**config.mk**
```make
export PLATFORM = sky130hd
export DESIGN_NAME = mac_sched
export DESIGN_NICKNAME = d
export VERILOG_FILES = /design/src/rtl/mac_sched_pkg.sv /design/src/rtl/mac_sched_rr_arbiter.sv /design/src/rtl/mac_sched.sv
export SDC_FILE = /design/constraint.sdc
export NUM_CORES = 1
export LEC_CHECK = 0
export ABC_AREA = 0
export CAP_MARGIN = 20
export CORE_MARGIN = 1.5
export CORE_UTILIZATION = 49
export DETAILED_ROUTE_END_ITERATION = 8
export HOLD_SLACK_MARGIN = 0.08
export PLACE_DENSITY = 0.76
export RECOVER_POWER = 100
export SLEW_MARGIN = 20
export SYNTH_ARGS = -nofsm -noshare
export SYNTH_HDL_FRONTEND = slang
export SYNTH_SLANG_ARGS = --single-unit
```
**constraint.sdc**
```tcl
create_clock -name clk -period 2.08 [get_ports clk]
set_input_delay 0.208 -clock clk [delete_from_list [all_inputs] [get_ports clk]]
set_output_delay 0.208 -clock clk [all_outputs]
set_load 0.02 [all_outputs]
```
**src/rtl/mac_sched_pkg.sv**
```systemverilog
// mac_sched_pkg: state encoding and default sizes
// shared by the multiplexed MAC sequencer.
package mac_sched_pkg;

  typedef enum logic [2:0] {
    IDLE,
    LOAD,
    CLR,
    MAC,
    STORE,
    SHIFT
  } state_t;

  localparam int TAPS_DEF = 16;
  localparam int N_CH_DEF = 2;
  localparam int CNT_W    = 5;

endpackage

```
**src/rtl/mac_sched_rr_arbiter.sv**
```systemverilog
// rr_arbiter: combinational round-robin pick.
// in: pending, last, en; out: grant index, valid.
module rr_arbiter #(
  parameter int N_CH = 2,
  parameter int CH_W = 1
) (
  input  logic [N_CH-1:0] pending,
  input  logic [CH_W-1:0] last,
  input  logic            en,
  output logic [CH_W-1:0] grant,
  output logic            valid
);

  logic [CH_W-1:0] idx;

  // Walk from lowest priority (last) to highest
  // (last+1); the final hit wins.
  always_comb begin
    grant = '0;
    valid = 1'b0;
    idx   = '0;
    for (int k = N_CH; k >= 1; k--) begin
      idx = CH_W'((int'(last) + k) % N_CH);
      if (en && pending[idx]) begin
        grant = idx;
        valid = 1'b1;
      end
    end
  end

endmodule

```
**src/rtl/mac_sched.sv**
```systemverilog
// mac_sched: shares one MAC filter datapath among
// N_CH channels; req/clr_ovr in, strobes/ch/done out.
module mac_sched
  import mac_sched_pkg::*;
#(
  parameter int TAPS = TAPS_DEF,
  parameter int N_CH = N_CH_DEF,
  parameter int CH_W = 1
) (
  input  logic            clk,
  input  logic            rst,
  input  logic [N_CH-1:0] req,
  input  logic            clr_ovr,
  output logic [CH_W-1:0] ch,
  output logic            leer_u,
  output logic            rst_acum,
  output logic            acum_en,
  output logic [3:0]      sel,
  output logic            leer_y,
  output logic            desp,
  output logic [N_CH-1:0] done,
  output logic            busy,
  output logic [N_CH-1:0] overrun
);

  state_t          state, nxt;
  logic [CH_W-1:0] last_q, nxt_last, nxt_ch;
  logic [CH_W-1:0] gnt;
  logic            gnt_v;
  logic [CNT_W-1:0] cnt_q, nxt_cnt;
  logic [N_CH-1:0] pend_q, clr_pend, nxt_done;

  rr_arbiter #(
    .N_CH(N_CH),
    .CH_W(CH_W)
  ) u_arb (
    .pending(pend_q),
    .last   (last_q),
    .en     (state == IDLE),
    .grant  (gnt),
    .valid  (gnt_v)
  );

  assign sel = cnt_q[3:0];

  always_comb begin
    nxt      = state;
    nxt_ch   = ch;
    nxt_last = last_q;
    nxt_cnt  = cnt_q;
    clr_pend = '0;
    nxt_done = '0;
    unique case (state)
      IDLE: begin
        if (gnt_v) begin
          nxt           = LOAD;
          nxt_ch        = gnt;
          nxt_last      = gnt;
          clr_pend[gnt] = 1'b1;
        end
      end
      LOAD: begin
        nxt     = CLR;
        nxt_cnt = '0;
      end
      CLR:  nxt = MAC;
      MAC: begin
        if (cnt_q == CNT_W'(TAPS - 1))
          nxt = STORE;
        else
          nxt_cnt = cnt_q + CNT_W'(1);
      end
      STORE: nxt = SHIFT;
      SHIFT: nxt = IDLE;
      default: nxt = IDLE;
    endcase
    if (nxt == SHIFT)
      nxt_done[nxt_ch] = 1'b1;
  end

  always_ff @(posedge clk or negedge rst) begin
    if (!rst) begin
      state    <= IDLE;
      ch       <= '0;
      last_q   <= CH_W'(N_CH - 1);
      cnt_q    <= '0;
      pend_q   <= '0;
      overrun  <= '0;
      leer_u   <= 1'b0;
      rst_acum <= 1'b0;
      acum_en  <= 1'b0;
      leer_y   <= 1'b0;
      desp     <= 1'b0;
      done     <= '0;
      busy     <= 1'b0;
    end else begin
      state    <= nxt;
      ch       <= nxt_ch;
      last_q   <= nxt_last;
      cnt_q    <= nxt_cnt;
      // A new request outranks the grant's clear.
      pend_q   <= (pend_q & ~clr_pend) | req;
      overrun  <= (clr_ovr ? '0 : overrun)
                | (req & pend_q & ~clr_pend);
      leer_u   <= (nxt == LOAD);
      rst_acum <= (nxt == CLR);
      acum_en  <= (nxt == MAC);
      leer_y   <= (nxt == STORE);
      desp     <= (nxt == SHIFT);
      done     <= nxt_done;
      busy     <= (nxt != IDLE);
    end
  end

endmodule
```
==> run_results.csv <==
group,metric,value,unit
status,status,"completed",
drt,vias,703,
final_layout,multi_input_area,344,um2
place,io_buffers,19,
worst_setup_path,cp_max_fo,10,
grt,antenna_found_initial,0,
place,globalplace.congestion,0.725,
grt,grt_max_degree,17,
timing,worst_slack,0.284,ns
timing,final-hold-violation-count,0,
timing,rsz0062_at_grt,"false",
final_layout,diodes,0,
final_layout,seq_area,552,um2
power_and_ir_drop,p_per_area,582,nW/um2
timing,final-setup-viol-count,0,
grt,grt_overflow_total,0,
worst_setup_path,critPathCapture,"cnt_q[0]",
power_and_ir_drop,p_leak,0.553,nW
synthesis,yosysWarnings,0,
drt,drt_wl_total,1610,um
worst_setup_path,worstPathRequired,2.28,ns
worst_setup_path,cp-end-kind,"flop",
power_and_ir_drop,fin_total_pwr,688,uW
worst_setup_path,cp.arrival,1.99,ns
worst_setup_path,critPathLaunchType,"flop",
synthesis,synth_edf_count,0,
synthesis,synthCells,89,
worst_setup_path,ff2ff_setup_slack,0.28,ns
timing,min_period_over_period,86.4,%
place,place_ws,0.300,ns
timing,relSlewSlack,55.3,%
place,dpl.hpwl,1180,um
drt,first_pass_iters,4,
timing,finalMaxSlewViolations,0,
cts,cts_sinks,22,
floorplanning,start_util,51.7,%
worst_setup_path,reg2reg_to,"cnt_q[0]",
floorplanning,fp-row-count,16,
synthesis,yosys.area.top_type,"dfrtp_1",
synthesis,synthesis.area,1000,um2
hold_path,hold_class,"input pin to async pin",
synthesis,synth.top_cells.by_area,"dfrtp_1, buf_4, a21oi_1",
timing,period_needed,1.80,ns
drt,postRouteAntennaNets,0,
timing,tightest_slew,0.670,ns
final_layout,layout_common_cells,"dfrtp_1, dlygate4sd3_1, a21oi_1, nand2_1, inv_1",
grt,grt_pass1_vias,594,
floorplanning,die_y,48.3,um
timing,clock_skew,0.000870,ns
final_layout,syn2layout_area_growth,17.8,%
power_and_ir_drop,irDropWorstVdd,0.401,mV
worst_setup_path,worstReg2RegStart,"cnt_q[1]",
cts,cts-root-buf,"clkbuf_4",
grt,grt_pass1_wl,2530,um
synthesis,synthesis.nets,96,
synthesis,async_flop_share,100,%
drt,drc,0,
final_layout,fill_cells,173,
cts,htreeDepth,1,
cts,worstSkewPairLatency,0.29,ns
cts,clockBufferDepth,2,
drt,drt_first_iter_violations,9,
floorplanning,core-area,1940,um2
synthesis,avgSynthCellArea,11.3,um2
final_layout,mostFrequentLayoutCell,"dfrtp_1",
floorplanning,dieWidth,48.3,um
cts,ctsHoldBuffers,0,
drt,wl_per_cell,12.2,um
synthesis,synth.top_cell.area_share,52.4,%
cts,ctsResizeCount,0,
synthesis,synth_seq_cells,22,
cts,cts_buffers,3,
timing,holdWs,0.282,ns
worst_setup_path,cp-startpoint,"cnt_q[1]",
synthesis,yosysSeqAreaShare,55.0,%
final_layout,finalNetCount,113,
final_layout,drive_above_1_share,7.62,%
worst_setup_path,critical_path_class,"flop to flop",
timing,max_clock_freq,0.557,GHz
grt,track_usage,15.9,%
cts,cts_tree,"built",
cts,path_clk_slew,0.12,ns
timing,finalSetupTns,0,ns
synthesis,post_synth_num_cell_types,33,
run,cap_viol_max_count,0,
worst_setup_path,reg2reg_depth,6,
floorplanning,ios,20,
synthesis,synth_ff_type,"dfrtp_1",
final_layout,final_util,60.9,%
drt,viasPerCell,5.33,
floorplanning,fp.dieArea,2330,um2
cts,cts_setup_buffers,0,
cells in the mapped netlist, types with 2 or more instances:
cell type	n
buf_4	5
a31oi_1	2
dfrtp_1	21
a21oi_1	7
a22o_1	3
nand2_1	7
inv_1	6
ha_1	2
o22ai_1	2
nand2b_1	4
and3_1	3
buf_6	2
nor2_1	5
worst max-delay path, stage by stage, from the launching register on:
cell,delay (ns)
dfrtp_1,0.44
ha_1,0.21
and3_1,0.17
ha_1,0.32
nor3b_2,0.11
mux2_2,0.27
a22o_1,0.18
worst min-delay path by stage:
| stage | start | end | slack (ns) | cells after the start |
|---|---|---|---|---|
| finish | rst | cnt_q[3] | 0.28 | 1 |
| global placement | ch | done[0] | 0.47 | 1 |
| floorplan | rst | acum_en | -0.09 | 0 |
| detailed placement | overrun[1] | overrun[1] | 0.48 | 1 |
| global route | rst | pend_q[0] | 0.32 | 1 |
| CTS | rst | cnt_q[3] | 0.21 | 1 |
through the flow:
stage	instances	area (um2)
5_1_grt	132	1180
6_report	132	1180
4_1_cts	132	1210
3_3_place_gp	128	1170
2_1_floorplan	89	1000
3_5_place_dp	128	1170
layout make-up:
type | count | share of cell area, %
Sequential cell | 22 | 46.7
Multi-Input combinational cell | 53 | 29.1
Timing Repair Buffer | 20 | 16.4
Clock buffer | 4 | 3.07
Tap cell | 27 | 2.86
Inverter | 6 | 1.90
routing by layer:
layer  global-route usage [%]  wire length [um]  part of all wire (%)  vias to the layer above
met5                        0                 0                     0                        -
met4                     6.49                 9                  0.56                        0
met3                     2.22                59                   3.7                        2
met2                     25.3               771                    48                       14
met1                     21.9               768                    48                      344
li1                         -                 -                     -                      343
where the power goes:
part	leakage, nW	switching (mW)	total (mW)	internal (mW)
clock	0.0210	0.122	0.228	0.107
combinational	0.276	0.0153	0.0278	0.0125
sequential	0.257	0.00148	0.432	0.430
registers in the layout, summed over array words and instances (netlist names):
signal and flops:
cnt_q 5, state 3, acum_en 1, rst_acum 1, pend_q 2, last_q 1
desp 1, done 2, leer_u 1, leer_y 1, overrun 2, busy 1
ch 1
cell families (layout without fill, tap and decap cells):
kind of cell / after synthesis / after routing / synth area share, %
compound gates: 22 / 22 / 15.1
fa+ha+maj: 2 / 2 / 2.49
buf+inv: 14 / 30 / 8.73
flops: 22 / 22 / 55.0
mux: 1 / 1 / 1.12
simple gates: 28 / 28 / 17.6
(Power assumes the default switching activity.)
